[src/rtl/pi1r.sv]
// pi1r: single-master to multi-slave PerInt router.
// Decodes the top address bits to pick one slave and forwards the op to it.
// Read responses are returned from the slave that owns them.
// The master stalls while a different slave still owes a response.
// Optional build macro PI1R_ERRCNT_EN adds a saturating counter of
// accesses to the internal error slave (err_cnt_o) with a synchronous
// clear input (err_clr_i).
module pi1r #(
    parameter int unsigned SLAVECOUNT = 4,
    parameter int unsigned ARCHBITSZ  = 16,
    parameter logic [ARCHBITSZ-1:0] ERRDATA = '0,
    localparam int unsigned CLOG2SLAVECOUNT = $clog2(SLAVECOUNT),
    localparam int unsigned SELBITSZ        = ARCHBITSZ / 8,
    localparam int unsigned ADDRBITSZ       = ARCHBITSZ - $clog2(ARCHBITSZ / 8)
) (
    input  logic                            clk_i,
    input  logic                            rst_i,
    input  logic [1:0]                      m_op_i,
    input  logic [ADDRBITSZ-1:0]            m_addr_i,
    input  logic [ARCHBITSZ-1:0]            m_data_i,
    input  logic [SELBITSZ-1:0]             m_sel_i,
    output logic [ARCHBITSZ-1:0]            m_data_o,
    output logic                            m_rdy_o,
    output logic [2*SLAVECOUNT-1:0]         s_op_o_flat,
    output logic [ADDRBITSZ*SLAVECOUNT-1:0] s_addr_o_flat,
    output logic [ARCHBITSZ*SLAVECOUNT-1:0] s_data_o_flat,
    input  logic [ARCHBITSZ*SLAVECOUNT-1:0] s_data_i_flat,
    output logic [SELBITSZ*SLAVECOUNT-1:0]  s_sel_o_flat,
    input  logic [SLAVECOUNT-1:0]           s_rdy_i_flat
`ifdef PI1R_ERRCNT_EN
    ,
    input  logic                            err_clr_i,
    output logic [15:0]                     err_cnt_o
`endif
);

    localparam logic [1:0] OP_NOOP = 2'b00;

    typedef enum logic {
        IDLE = 1'b0,
        PEND = 1'b1
    } state_t;

    state_t                     state_q;
    logic [CLOG2SLAVECOUNT-1:0] prv_idx_q;
    logic                       prv_err_q;

    logic [CLOG2SLAVECOUNT-1:0] sel_idx;
    logic                       sel_err;
    logic                       sel_rdy;
    logic                       prv_rdy;
    logic                       same_slv;
    logic                       pend;
    logic                       op_valid;
    logic [ARCHBITSZ-1:0]       rsp_data;

    // Slave index taken from the top address bits
    assign sel_idx  = m_addr_i[ADDRBITSZ-1 -: CLOG2SLAVECOUNT];
    assign pend     = (state_q == PEND);
    assign op_valid = (m_op_i != OP_NOOP);

    // Decode new/previous slave: validity, readiness and response data
    always_comb begin
        sel_err  = 1'b1;
        sel_rdy  = 1'b1;
        prv_rdy  = 1'b1;
        rsp_data = ERRDATA;
        for (int k = 0; k < int'(SLAVECOUNT); k++) begin
            if (sel_idx == CLOG2SLAVECOUNT'(k)) begin
                sel_err = 1'b0;
                sel_rdy = s_rdy_i_flat[k];
            end
            if (!prv_err_q && (prv_idx_q == CLOG2SLAVECOUNT'(k))) begin
                prv_rdy  = s_rdy_i_flat[k];
                rsp_data = s_data_i_flat[k*ARCHBITSZ +: ARCHBITSZ];
            end
        end
    end

    // Same slave as the one owing a response (error slave matches error slave)
    assign same_slv = prv_err_q ? sel_err : (!sel_err && (prv_idx_q == sel_idx));

    // Accept only when the target is ready and no other slave blocks the response
    assign m_rdy_o  = rst_i && sel_rdy && (!pend || same_slv || prv_rdy);
    assign m_data_o = rsp_data;

    // Forward the op to the selected slave only; everything else sees NOOP
    always_comb begin
        s_op_o_flat = '0;
        for (int k = 0; k < int'(SLAVECOUNT); k++) begin
            if (m_rdy_o && !sel_err && (sel_idx == CLOG2SLAVECOUNT'(k))) begin
                s_op_o_flat[2*k +: 2] = m_op_i;
            end
        end
    end

    // Address, write data and byte select are broadcast to every slave
    assign s_addr_o_flat = {SLAVECOUNT{m_addr_i}};
    assign s_data_o_flat = {SLAVECOUNT{m_data_i}};
    assign s_sel_o_flat  = {SLAVECOUNT{m_sel_i}};

    // Pending-response FSM and owner tracking; updates only on accepted edges
    always_ff @(posedge clk_i or negedge rst_i) begin
        if (!rst_i) begin
            state_q   <= IDLE;
            prv_idx_q <= '0;
            prv_err_q <= 1'b0;
        end else if (m_rdy_o) begin
            case (state_q)
                IDLE:    state_q <= m_op_i[1] ? PEND : IDLE;
                PEND:    state_q <= m_op_i[1] ? PEND : IDLE;
                default: state_q <= IDLE;
            endcase
            if (op_valid) begin
                prv_idx_q <= sel_idx;
                prv_err_q <= sel_err;
            end
        end
    end

`ifdef PI1R_ERRCNT_EN
    logic err_acc;

    assign err_acc = m_rdy_o && sel_err && op_valid;

    // Saturating count of accepted ops to the error slave; clear has priority
    always_ff @(posedge clk_i or negedge rst_i) begin
        if (!rst_i) begin
            err_cnt_o <= 16'h0000;
        end else if (err_clr_i) begin
            err_cnt_o <= 16'h0000;
        end else if (err_acc && (err_cnt_o != 16'hFFFF)) begin
            err_cnt_o <= err_cnt_o + 16'd1;
        end
    end
`else
    // Error counter not built
`endif

endmodule

[config.mk]
export PLATFORM = sky130hd
export DESIGN_NAME = pi1r
export DESIGN_NICKNAME = d
export VERILOG_FILES = /design/src/rtl/pi1r.sv
export SDC_FILE = /design/constraint.sdc
export NUM_CORES = 1
export LEC_CHECK = 0
export ABC_AREA = 1
export BUFFER_PORTS_ARGS = -buffer_cell sky130_fd_sc_hd__buf_2
export CAP_MARGIN = 20
export CORE_AREA = 2 2 101 103
export CTS_CLUSTER_SIZE = 30
export DETAILED_ROUTE_END_ITERATION = 8
export DIE_AREA = 0 0 103 105
export SKIP_CTS_REPAIR_TIMING = 1
export SYNTH_ARGS = -nofsm -noshare
export SYNTH_HDL_FRONTEND = slang
export SYNTH_SLANG_ARGS = --single-unit
[constraint.sdc]
create_clock -name clk_i -period 2 [get_ports clk_i]
set_clock_uncertainty 0.2 [all_clocks]
set_input_delay 0 -clock clk_i [delete_from_list [all_inputs] [get_ports clk_i]]
set_output_delay 0 -clock clk_i [all_outputs]
set_load 0.03 [all_outputs]
==> results.yml <==
global_route:
  grt_pass1_vias: 1409
  grt_pass1_wl_um: 7160
  antenna_found_initial: 0
  gr-total-overflow: 0
  grt_max_degree: 23
  grt_usage_pct: 8.56
final_layout:
  final_cell_mix: "buf_2 (97), nand3_1 (49), dlygate4sd3_1 (36)"
  nets: 431
  final_util_pct: 27.0
  synthToLayoutAreaGrowth_pct: 42.2
  final_common_cell: "buf_2"
  drive_gt1_share_pct: 50.3
  n_antenna_cell: 0
pwr:
  power.density_nw_per_um2: 858
  total_power_mw: 2.23
  cellLeakagePower_nw: 1.26
  vdd_ir_drop_max_mv: 0.304
logic_synthesis:
  yosysTopAreaCell: "buf_4"
  synth_cell_type_count: 23
  mappedNetlistNets: 388
  synth-seq-cells: 4
  syn_area_sq_um: 1830
  synth_warnings: 0
  synthTopCellsByArea: "buf_4 (54%), nand3_1 (13%), dfrtp_1 (5.5%), nand2_1 (4.7%), nand4_1 (4.4%)"
  postSynthAreaPerCell_sq_um: 6.47
  synth_seq_area_share_pct: 5.46
  yosysTopAreaCellShare_pct: 54.1
  netlist_instances: 283
cts:
  path_clk_slew_ps: 30
  cts_buffers: 3
  clkLatencyLatePin_ps: 220
  cts.sinks: 4
  cts_max_level: 1
  cts_root_buffer: "clkbuf_8"
  clock_path_buffers: 2
  cts_tree: "done"
sta:
  worst_slew_pin_slew_ps: 1160
  tns_ps: 0
  layout_min_cycle_time_ps: 1970
  hold_viol: 0
  fin_ws_ps: 25.1
  fin_crit_sh_pct: 98.7
  setup_viol: 0
  fmax_mhz: 506
  slew_viol_final: 0
  whs_ps: 60.5
  maxSlewHeadroom_pct: 22.1
  rsz0062_at_grt: "true"
floorplanning:
  die_w_um: 103
  initial_utilization_pct: 19.0
  die_h_um: 105
  io_pins: 262
  num_rows: 36
  dieArea_sq_um: 10800
  coreArea_sq_um: 9640
setup_path:
  end_kind: "primary output"
  cp.arrival_ps: 1770
  r2r-end: "prv_idx_q[1]"
  cp.required_ps: 1800
  critPathLaunchType: "register"
  path_common_cell: "buf_4"
  cpPeakStageDelay_ps: 440
  path_class: "register to primary output"
  reg2reg_from: "prv_idx_q[0]"
  startpoint: "prv_idx_q[0]"
  r2r_cells: 7
  reg2reg_slack_ps: 380
  worstPathCellList: "buf_4 -> xnor2_1 -> nand3_1 -> nand3_2 -> nand2_4 -> nor3_1 -> buf_4"
  slowest_stage: "dfrtp_2"
  setup.worst_path.end: "s_op_o_flat[2]"
  critPathMaxFanout: 11
placement:
  hpwl_um: 4440
  port_buffers: 106
  pre_cts_slack_ps: 222
  place_congestion: 0.728
drt:
  wl_um: 6290
  drt_iter0_drc: 95
  firstDrtPassIters: 5
  vias_per_cell: 4.11
  dr_total_vias: 1880
  ant_nets: 0
  wire_per_inst_um: 13.8
  drc: 0
flow_run:
  cap_violations: 0
worst_hold_path:
  hold_class: "input port to register"
run_status:
  status: "finished clean"
[through the flow]
stage | area (sq um) | instances
after global routing | 2610 | 457
after global placement | 1550 | 388
final | 2610 | 457
after CTS | 1600 | 391
after floorplan | 1830 | 283
after detailed placement | 1550 | 388
[flip-flops by register name (all words and copies together), names as in the netlist]
register,count
prv_err_q,1
pend,1
prv_idx_q,2
[how the worst min path moves through the flow]
stage          startpoint            to  slack, ps  depth (start not counted)
4_1_cts             rst_i          pend       -610                          1
3_3_place_gp        rst_i  prv_idx_q[0]       -380                          1
5_1_grt         m_op_i[0]  prv_idx_q[0]        120                          5
2_1_floorplan       rst_i          pend       -500                          0
6_report        m_op_i[0]  prv_idx_q[0]         60                          5
3_5_place_dp        rst_i  prv_idx_q[1]       -380                          1
[layer usage]
| metal | wire length [um] | track usage, % | up-vias | part of all wire (%) |
|---|---|---|---|---|
| met5 | 0 | 0 | - | 0 |
| met3 | 562 | 3.81 | 2 | 8.9 |
| li1 | - | - | 887 | - |
| met4 | 7 | 2.73 | 0 | 0.11 |
| met2 | 3510 | 15.2 | 119 | 56 |
| met1 | 2210 | 8.80 | 872 | 35 |
[cell families (layout without fill, tap and decap cells)]
logic type	after synthesis	in the layout	synth area share, %
XOR/XNOR	1	1	0.478
AO/OA/AOI/OAI	14	14	4.64
flip-flops	4	4	5.46
AND/OR/NAND/NOR	105	105	29.1
buffers and inverters	159	200	60.3
[final cells by class]
cell class / count / area, sq um
fill: 1063 / 7030
timing repair buffer: 181 / 1580
multi-input combinational: 120 / 654
tap: 133 / 166
sequential: 4 / 101
inverter: 16 / 60.1
clock buffer: 3 / 41.3
[Yosys cell counts (all sizes together)]
library cell	instances
a21oi	1
a31oi	6
buf	138
clkbuf	5
dfrtp	4
inv	16
nand2	25
nand3	50
nand3b	1
nand4	13
nor2	7
nor3	9
o21ai	1
o22ai	6
xnor2	1
[worst max-delay path, delay by kind of cell, from the launching register on]
family | cells | cell delay, ps
xor gates and xnor gates | 1 | 170
buffers and inverters | 2 | 390
DFF | 1 | 440
and+or+nand+nor | 4 | 560
[power breakdown]
part           internal, mW  switching, mW  leakage, nW
clock                 0.128         0.0401       0.0216
sequential            0.104         0.0288       0.0499
combinational         0.616           1.32         1.19
Note: power is estimated with default switching activity, not from simulation.
